==> src/rtl/fetch_sequencer.sv <==
// Instruction-fetch controller: owns the PC, issues one imem fetch at a time,
// hands instructions to decode and applies branch/jump redirects.
module fetch_sequencer #(
    parameter logic [31:0] RESET_PC = 32'h0000_0000,
    parameter logic [31:0] TRAP_VEC = 32'h0000_0100
) (
    input  logic        clk,
    input  logic        rst_n,
    output logic        imem_req,
    output logic [31:0] imem_addr,
    input  logic        imem_ready,
    input  logic        imem_rvalid,
    input  logic [31:0] imem_rdata,
    output logic        instr_valid,
    output logic [31:0] instr,
    output logic [31:0] instr_pc,
    input  logic        decode_ready,
    input  logic        redirect_valid,
    input  logic [31:0] redirect_pc,
    output logic        misalign
);

    localparam logic [1:0] BOOT = 2'd0;
    localparam logic [1:0] REQ  = 2'd1;
    localparam logic [1:0] WAIT = 2'd2;
    localparam logic [1:0] HOLD = 2'd3;

    localparam logic [31:0] NOP = 32'h0000_0013;

    logic [1:0]  state_reg;
    logic [31:0] pc_reg;
    logic        kill_reg;
    logic        redirect_misaligned;

    assign redirect_misaligned = (redirect_pc[1:0] != 2'b00);

    // A redirect in REQ suppresses the request so a stale address never transfers.
    assign imem_req  = (state_reg == REQ) && !redirect_valid;
    assign imem_addr = pc_reg;

    always_ff @(posedge clk or negedge rst_n) begin
        if (!rst_n) begin
            state_reg   <= BOOT;
            pc_reg      <= RESET_PC;
            kill_reg    <= 1'b0;
            instr_valid <= 1'b0;
            instr       <= NOP;
            instr_pc    <= 32'h0000_0000;
            misalign    <= 1'b0;
        end else begin
            misalign <= 1'b0;
            case (state_reg)
                BOOT: state_reg <= REQ;
                REQ: begin
                    if (!redirect_valid && imem_ready) begin
                        state_reg <= WAIT;
                    end
                end
                WAIT: begin
                    if (imem_rvalid) begin
                        if (kill_reg || redirect_valid) begin
                            kill_reg  <= 1'b0;
                            state_reg <= REQ;
                        end else begin
                            instr       <= imem_rdata;
                            instr_pc    <= pc_reg;
                            instr_valid <= 1'b1;
                            state_reg   <= HOLD;
                        end
                    end else if (redirect_valid) begin
                        kill_reg <= 1'b1;
                    end
                end
                HOLD: begin
                    if (redirect_valid || decode_ready) begin
                        instr_valid <= 1'b0;
                        pc_reg      <= instr_pc + 32'd4;
                        state_reg   <= REQ;
                    end
                end
                default: state_reg <= BOOT;
            endcase
            // Redirect sits last so it overrides any pc update made above.
            if (redirect_valid) begin
                pc_reg   <= redirect_misaligned ? TRAP_VEC : redirect_pc;
                misalign <= redirect_misaligned;
            end
        end
    end

endmodule

==> config.mk <==
export PLATFORM = sky130hd
export DESIGN_NAME = fetch_sequencer
export DESIGN_NICKNAME = d
export VERILOG_FILES = /design/src/rtl/fetch_sequencer.sv
export SDC_FILE = /design/constraint.sdc
export NUM_CORES = 1
export LEC_CHECK = 0
export ABC_CLOCK_PERIOD_IN_PS = 2650
export BUFFER_PORTS_ARGS = -buffer_cell sky130_fd_sc_hd__buf_2
export CORE_ASPECT_RATIO = 0.75
export CORE_MARGIN = 4
export CORE_UTILIZATION = 47
export DETAILED_ROUTE_END_ITERATION = 8
export PLACE_DENSITY = 0.76
export SLEW_MARGIN = 5
export SYNTH_ARGS = -nofsm -noshare
export SYNTH_HDL_FRONTEND = slang
export SYNTH_SLANG_ARGS = --single-unit
==> constraint.sdc <==
create_clock -name clk -period 2.65 [get_ports clk]
set_clock_uncertainty 0.15 [all_clocks]
set_input_delay 0.265 -clock clk [delete_from_list [all_inputs] [get_ports clk]]
set_output_delay 0.265 -clock clk [all_outputs]
set_load 0.01 [all_outputs]
# Word-level counts from Yosys, hierarchy flattened
# Cells that the tools add are included.
word_totals:
  regBits: 101
  wordCells: 50
op_classes:
  mux: 17
  reduce_logical: 16
  addsub: 1
  bitwise: 1
  n_eq_ne: 8
op_table:
  columns: ["cell", "n"]
  rows:
  - ["two-way mux 32 bit", 4]
  - ["adder 32 x 3 -> 32 bit, second input constant", 1]
  - ["nonzero test 2 bit", 5]
  - ["AND reduction 3 bit", 3]
  - ["two-way mux 2 bit", 4]
  - ["one-hot mux 2 bit (4 select lines)", 1]
  - ["two-way mux 1 bit", 7]
  - ["!= test 2 bit, second input constant", 3]
  - ["== test 2 bit, second input constant", 2]
  - ["!= test 2 x 1 -> 1 bit, second input constant", 2]
  - ["AND reduction 4 bit", 1]
  - ["== test 2 x 1 -> 1 bit, second input constant", 1]
  - ["logical AND 1 bit", 2]
  - ["logical NOT 2 bit", 1]
  - ["logical OR 1 bit", 2]
  - ["one-hot mux 1 bit (2 select lines)", 1]
  - ["AND reduction 2 bit", 1]
  - ["logical NOT 1 bit", 1]
  - ["inverter 1 bit", 1]

# Longest topological paths before layout
# Gate-level depths: netlist of run 1.
logic_depth:
  word_depth: 4
  depth_mapped: 9
  depth_no_buf: 7

# Least setup slack after synthesis of run 1
# Ideal clock, no wire load.
synth_path:
  path_kind: "flip-flop to flip-flop"
  from: "register state_reg[0]"
  to: "register instr_pc[2]"
  path_stages_with_launch: 9
  setup_slack_ns: 0.479
  t_arrival_ns: 1.897
  synth_period_minus_slack_ns: 2.171
  path_cell_list: "dfrtp_1 inv_1 ha_1 nor3b_1 and2_1 clkbuf_1 buf_2 buf_2 mux2_2"
synth_between:
  elab_chain_len: 2
synth_rtl:
  columns: ["element", "line", "source"]
  rows:
  - ["start: declaration", "30", "logic [1:0] state_reg;"]
  - ["start signal: assignment", "43", "state_reg <= BOOT;"]
  - ["start signal: assignment", "53", "BOOT: state_reg <= REQ;"]
  - ["start signal: assignment", "56", "state_reg <= WAIT;"]
  - ["== test 2 bit", "52", "case (state_reg)"]
  - ["AND reduction 3 bit (no source line)", null, null]
  - ["end signal: assignment", "66", "instr_pc <= pc_reg;"]
  - ["end: declaration", "16", "output logic [31:0] instr_pc,"]
# Every way passes these cells.
# A chain may end at the register's enable or synchronous reset.

# Worst setup path after layout of run 1
layout_path:
  from: "register state_reg[0]"
  to: "register instr_pc[8]"
# The elaborated chain is that of the path after synthesis.

==> results list, run 1 <==
* Outcome: completed
- Total power draw: 5.97 mW
* Power density over the cells: 922 nW/um^2
* Top library cells by usage in the layout, fill and taps aside: sky130_fd_sc_hd__buf_2 (167), sky130_fd_sc_hd__dfrtp_1 (98), sky130_fd_sc_hd__mux2_2 (41), sky130_fd_sc_hd__a21oi_1 (39), sky130_fd_sc_hd__nand2_1 (35)
- Pin count of the biggest net entering global routing: 52
- DP HPWL: 9330 microns
* Final count of pins violating max slew: 0
- Drt total wl: 13000 microns
* Vias in the first global route: 4273
- After detailed placement, the design holds a cell count of 717.
* Class of the worst hold path: in2reg
* Count of cells resized by post-cts repair: 0
* Share of cells above drive strength 1: 40.8%
- Antenna violations before repair: 0
- EDFF count, synth: 0
- Global-route wire length before repair: 22000 microns
* Horiz. Die Dim: 125 microns
* Critical Path RT: 2.73 ns
- Peak supply drop: 0.434 mV
- The number of nets handed over by synthesis was 503.
- Top Ports: 169
- The worst pin sits at a relative slew slack of 59.7%.
- Number of nets in the finished design: 702
- RSZ-0062 raised after global routing: false
- For this block, the via count after detailed routing is 4095.
- Tightest Pin Transition: 0.601 ns
- Final non-filler cell area: 6470 sq um
- Vertical die dimension: 95.7 microns
* Max Clock Freq: 466 MHz
- Clock tree synthesis inserted a total of 9 buffers.
- Signed area change from the synthesized netlist to the final layout: 34.4%
- The number of hold-slack violations in the final timing report was 0.
- Worst Path Max Fanout: 32
- Average routed wire per standard cell: 17.1 microns
- Yosys mapped the design onto 47 distinct sky130hd cell types.
- Number of flip-flops and latches in the synthesized netlist: 101
* Via density: 5.36
- For this run, the number of Yosys warnings is 0.
* DIE AREA: 11900 sq um
- In this run the cell area of the synthesized design comes to 4810 sq um.
- In this run the static leakage power is 3.14 nW.
- Routability cong.: 0.827
* CTS tree: yes
* H-tree depth reported by CTS: 3
- The initial utilization of the core area, before any placement, comes to 49.1%.
* Inserted Diodes: 0
- Worst setup EP type: register
- After clock tree synthesis, the clock-pin slew on the worst setup and hold paths is 0.07 ns.
- Kind of launch point of the worst setup path: register
- Number of violations reported at the end of detailed-routing iteration 0: 293
- Count of non-filler cells in the finished layout: 764
* Tmin final: 2.15 ns
- Worst Setup Path Type: reg2reg
- In this run the tool buffered the top-level ports with 168 buffer cells.
* Detailed-router iteration count before antenna repair: 4
- Final count of negative-setup-slack endpoints: 0
* Final TNS setup: 0 ns
- Sequential cells were found to cover 52.6% of the synthesized design area.
- Remaining design rule violation count: 0
* Root buffer cell: sky130_fd_sc_hd__clkbuf_16
* WHS: 0.00905 ns
- A synthesized cell averages 11.2 sq um.
- Residual overflow from global routing: 0
- At the worst endpoint, the arrival time is 2.23 ns.
- Number of hold buffers added after cts: 31
* Max-cap viol count: 0
* Fin crit share: 81.0%
- In this run the deepest clock path goes through 2 buffers.
- The total area inside the core boundary comes to 9810 sq um.
- Total routing resource utilization after global routing: 23.1%
- Post-CTS setup repair buffer count: 0
* Leading cell type in the layout, fill and taps excluded: sky130_fd_sc_hd__buf_2
* Total clock sinks: 101
- Placed Instance Area: 5850 sq um
- Site row count: 31
* Antenna violation net count after detailed routing: 0
* Proportion of synthesized flip-flops having asynchronous set or reset: 100%
- In the synthesized netlist the dominant register cell turns out to be sky130_fd_sc_hd__dfrtp_1.
- Synthesis handed over a netlist of 428 instances.
- Later-pin clock latency in the skew report: 0.35 ns
power by group:
group / internal, mW / switching (mW) / total, mW
logic: 0.982 / 0.981 / 1.96
registers: 2.10 / 0.551 / 2.65
clock network: 0.744 / 0.611 / 1.36
total: 3.82 / 2.14 / 5.97
final cells by class:
type,instances,area (sq um)
Multi-Input combinational cell,298,2160
Sequential cell,101,2530
Clock buffer,9,225
Inverter,5,18.8
Timing Repair Buffer,212,1290
Tap cell,132,165
Clock inverter,7,80.1
Fill cell,770,3340
stage by stage:
stage	worst slack [ns]	utilization [%]
2_1_floorplan	0.479	-
3_3_place_gp	0.566	59.7
3_5_place_dp	0.496	59.7
4_1_cts	0.491	65.9
5_1_grt	0.344	65.9
6_report	0.503	65.9
synthesized netlist by cell type (2+ instances only):
cell type / instances / area share [%]
sky130_fd_sc_hd__dfstp_2: 3 / 1.6
sky130_fd_sc_hd__o21ai_1: 3 / 0.31
sky130_fd_sc_hd__nor2b_1: 3 / 0.39
sky130_fd_sc_hd__and4_2: 2 / 0.42
sky130_fd_sc_hd__and3_1: 3 / 0.39
sky130_fd_sc_hd__nor3_1: 5 / 0.52
sky130_fd_sc_hd__nor4_2: 3 / 0.78
sky130_fd_sc_hd__nand4_1: 10 / 1.3
sky130_fd_sc_hd__a22oi_1: 3 / 0.47
sky130_fd_sc_hd__a31oi_1: 9 / 1.2
sky130_fd_sc_hd__nor4_1: 2 / 0.26
sky130_fd_sc_hd__and2_1: 4 / 0.52
sky130_fd_sc_hd__nand2_1: 35 / 2.7
sky130_fd_sc_hd__a21oi_1: 39 / 4.1
sky130_fd_sc_hd__mux2_2: 41 / 9.6
sky130_fd_sc_hd__mux2_1: 22 / 5.1
sky130_fd_sc_hd__a211oi_1: 6 / 0.94
sky130_fd_sc_hd__nor3b_1: 2 / 0.31
sky130_fd_sc_hd__a211oi_2: 3 / 0.78
sky130_fd_sc_hd__buf_2: 9 / 0.94
sky130_fd_sc_hd__o21ai_0: 12 / 1.2
sky130_fd_sc_hd__clkbuf_1: 13 / 1.0
sky130_fd_sc_hd__nand3_1: 8 / 0.83
sky130_fd_sc_hd__and4_1: 3 / 0.55
sky130_fd_sc_hd__xor2_1: 14 / 2.5
sky130_fd_sc_hd__dfrtp_1: 98 / 51
sky130_fd_sc_hd__o21a_1: 2 / 0.31
sky130_fd_sc_hd__o211ai_1: 2 / 0.31
sky130_fd_sc_hd__inv_1: 4 / 0.31
sky130_fd_sc_hd__nor3_2: 2 / 0.42
sky130_fd_sc_hd__xnor2_1: 12 / 2.2
sky130_fd_sc_hd__nor2_1: 32 / 2.5
sky130_fd_sc_hd__ha_1: 5 / 1.3
metal layers:
metal	wire, microns	vias to the layer above	track usage (%)	share of wire [%]
li1	-	1935	-	-
met1	5850	1982	30.8	45
met2	5800	163	36.2	44
met3	1220	15	8.06	9.4
met4	172	0	6.86	1.3
met5	0	-	0	0
final timing paths:
path,startpoint,cells past startpoint,slack [ns],to
setup / recovery,state_reg[0],6,0.50,instr_pc[8]
setup reg to reg,state_reg[0],6,0.50,instr_pc[8]
hold reg to reg,instr[10],1,0.34,instr[10]
hold / removal,imem_rdata[22],2,0.009,instr[22]
max in group asynchronous,rst_n,3,1.48,imem_addr[30]
min in group asynchronous,rst_n,2,0.21,instr[14]
worst max-delay path: stages, from the launching register on:
cell and delay (ns):
sky130_fd_sc_hd__dfrtp_1 0.43, sky130_fd_sc_hd__inv_1 0.08, sky130_fd_sc_hd__ha_1 0.21, sky130_fd_sc_hd__nor3b_1 0.27, sky130_fd_sc_hd__and2_4 0.30, sky130_fd_sc_hd__buf_12 0.23
sky130_fd_sc_hd__mux2_2 0.37
kinds of logic after synthesis:
family / synth area share (%)
AOI/OAI and AO/OA: 10.1
buffers and inverters: 2.70
muxes: 14.9
and+or+nand+nor: 13.6
adders and majority gates: 1.30
xor gates and xnor gates: 4.73
DFF: 52.6
(Power assumes the default switching activity.)
==> run 2, diff against run 1 <==
ABC_CLOCK_PERIOD_IN_PS = 1900   (was 2650)
CORE_UTILIZATION = 45   (was 47)
clock period = 1.9 ns   (was 2.65 ns; I/O delays follow)
==> results list, run 2 (synthesized netlist as in run 1, its figures left out) <==
- The fraction of final layout cells with drive strength greater than 1 was 48.0% (+7.2 points).
* Detailed-router iteration count before antenna repair: 5 (+1)
- Clock network fraction of total power: 22.5% (-0.2 points)
- The CTS buffer count is 9 (unchanged).
* Max Clock Freq: 512 MHz (+9.8%)
- Multi-input gate area: 2440 sq um (+13%)
* WHS: 0.0133 ns (+0.00420 ns)
* Horiz. Die Dim: 127 microns (+2.1%)
* Flop-to-flop setup slack: -0.05 ns (-0.56 ns)
- The final worst setup slack was -0.0549 ns (-0.558 ns).
- Number of nets in the finished design: 770 (+9.7%)
* H-tree depth reported by CTS: 3 (unchanged)
* Via density: 5.43 (+1.3%)
* CTS tree: yes
- The switching power of the nets came to 3.18 mW (+48%).
- Setup repair after global routing could not meet its margin everywhere.
- The number of top-level pins is 169 (unchanged).
* Inserted Diodes: 0 (unchanged)
* Cell Count Post-Placement: 752 (+4.9%)
* Antenna violations before repair: 1 (+1)
- The largest individual stage delay along the critical path comes from the cell sky130_fd_sc_hd__dfrtp_1.
- The transition at the pin with the smallest max-transition slack is 0.532 ns (-0.0681 ns).
- The library cell used most frequently in the layout, excluding fill and tap cells, is sky130_fd_sc_hd__buf_2.
- The area used by sequential logic in the layout was 2540 sq um (+0.30%).
* Kind of launch point of the worst setup path: register
- The total via count in the routed design came to 4540 (+11%).
- Critical Path RT: 1.98 ns (-0.75 ns)
- The total routed wirelength is 15900 microns (+22%).
- Number of buffers between clock root and the deepest sink: 2 (unchanged)
- Vertical die dimension: 97.6 microns (+2.0%)
- The arrival time at the worst endpoint is 2.03 ns (-0.20 ns).
- The fill cell instance count of the final layout was 704 (-8.6%).
- Kind of cell adding the most delay to the critical path: simple AND/OR/NAND/NOR gates
- The DRC violations left is 0 (unchanged).
- Cell-internal power: 6.33 mW (+65%)
* Total routing resource utilization after global routing: 23.9% (+0.75 points)
- Number of I/O port buffers: 168 (unchanged)
- Site row count: 32 (+3.2%)
- Final count of pins violating max slew: 0 (unchanged)
- DIE AREA: 12400 sq um (+4.1%)
- Violations in the final reports: setup timing
* Final TNS setup: -1.28 ns (-1.28 ns)
- Residual overflow from global routing: 0 (unchanged)
- Antenna violation net count after detailed routing: 0 (unchanged)
* Worst Setup Path Type: reg2reg
- The highest ir drop seen on vdd was 0.687 mV (+58%).
- Top library cells by usage in the layout, fill and taps aside: sky130_fd_sc_hd__buf_2 (167), sky130_fd_sc_hd__dfrtp_1 (92), sky130_fd_sc_hd__dlygate4sd3_1 (54), sky130_fd_sc_hd__mux2_4 (50), sky130_fd_sc_hd__buf_4 (43)
- Max-cap viol count: 0 (unchanged)
- The number of DRC markers in iteration 0 is 324 (+11%).
- The tree is rooted in a sky130_fd_sc_hd__clkbuf_16.
- The headroom to the max-slew limit came to 64.5% (+4.8 points).
* Crit-path cells: inv_1 > ha_2 > nor3b_4 > and2_4 > buf_12 > buf_6 > mux2_4
- The path class of the tightest hold or removal check is in2reg.
* Area of the core: 10400 sq um (+5.7%)
- The setup-violating endpoint count in the final report came to 48 (+48).
- Total clock sinks: 101 (unchanged)
- Global-route wire length before repair: 23900 microns (+8.7%)
- The register share of total power was 37.8% (-6.6 points).
- Switching Fraction: 33.4% (-2.5 points)
* Worst Path Max Fanout: 8 (-75%)
* Starting utilization of the core area: 46.4% (-2.6 points)
- The insertion delay of the later-clocked pin in the worst-skew pair was 0.34 ns (about the same).
* Power density over the cells: 1260 nW/um^2 (+37%)
* Tmin final: 1.95 ns (-0.192 ns)
- The combinational power share was 39.7% (+6.8 points).
- DP HPWL: 9990 microns (+7.1%)
- The post-route fraction of the period consumed by the critical path was 103% (+22 points).
- Average routed wire per standard cell: 19.0 microns (+11%)
- Worst setup EP type: register
- Signed area change from the synthesized netlist to the final layout: 56.7%
- The maximum number of pins on one net before global-route repair is 43 (-17%).
- Count of non-filler cells in the finished layout: 836 (+9.4%)
- Hold Vio Cnt, Final: 0 (unchanged)
- Max stage delay on crit path: 0.39 ns (-0.04 ns)
* Leak Pwr: 3.73 nW (+19%)
- Vias in the first global route: 4654 (+8.9%)
* Outcome: complete, but fails checks
- Routability cong.: 0.881 (+6.5%)
* Total power draw: 9.50 mW (+59%)
- The clock edge transition at the registers on the reported setup and hold paths came to 0.07 ns (about the same).
- Worst path bufs/invs: 3 (+1)
==> run 2: changes by cell type in the layout (fill, tap and decap cells not counted), moves of 4 or more <==
cell                            delta
sky130_fd_sc_hd__mux2_1           -19
sky130_fd_sc_hd__clkbuf_16         +4
sky130_fd_sc_hd__dfrtp_2           +6
sky130_fd_sc_hd__mux2_2           -31
sky130_fd_sc_hd__buf_12            +4
sky130_fd_sc_hd__mux2_4           +50
sky130_fd_sc_hd__dfrtp_1           -6
sky130_fd_sc_hd__buf_4            +32
sky130_fd_sc_hd__dlygate4sd3_1    +23
==> run 2: per-stage QoR <==
stage / area (sq um) / util (%) / setup slack (ns)
global placement: 6230 / 60.1 / 0.0709
global route: 7540 / 72.8 / -0.118
floorplan: 4970 / - / -0.0373
detailed placement: 6230 / 60.1 / -0.0172
finish: 7540 / 72.8 / -0.0549
CTS: 7140 / 68.8 / -0.0266
==> run 2: power by group through the flow <==
stage,logic [mW],clock network (mW),registers [mW]
finish,3.77,2.14,3.59
global route,4.09,2.27,3.70
CTS,3.51,2.18,3.53
detailed placement,3.40,0,3.56
global placement,3.31,0,3.51
floorplan,1.39,0,3.94
==> run 2: routing by layer <==
layer	share of wire [%]	track usage, %
met2	45	38.0
met1	45	31.8
met4	1.1	5.77
met3	9.2	7.53
met5	0.044	0
==> run 2: area by class of cell <==
cell class                 instances  area share (%)
inverter                           5           0.249
timing repair buffer             280            26.9
sequential                       101            33.6
clock buffer                      12            3.40
tap                              136            2.26
clock inverter                     4            1.26
multi-input combinational        298            32.3
==> run 2: what timing repair did <==
item	in CTS	in global routing
pin swaps	0	9
cloned	0	6
setup buffers	0	8
endpoints found under the hold margin	111	0
hold buffers	54	0
setup endpoints to repair	21	76
gates resized for setup	3	42
==> run 2: path summary, 6_finish.rpt <==
check	startpoint	endpoint	cells after the start
worst min register to register	instr[12]	instr[12]	1
min in group asynchronous	rst_n	imem_addr[10]	2
worst min-delay path	redirect_pc[23]	imem_addr[23]	3
worst max register to register	state_reg[0]	instr[21]	7
max in group asynchronous	rst_n	instr[4]	3
worst max-delay path	state_reg[0]	instr[21]	7
==> run 2: worst register-to-register path: stages, from the launching register on <==
cell and delay (ns):
sky130_fd_sc_hd__dfrtp_1 0.39, sky130_fd_sc_hd__inv_1 0.07, sky130_fd_sc_hd__ha_2 0.17, sky130_fd_sc_hd__nor3b_4 0.19
sky130_fd_sc_hd__and2_4 0.21, sky130_fd_sc_hd__buf_12 0.15, sky130_fd_sc_hd__buf_6 0.19, sky130_fd_sc_hd__mux2_4 0.32
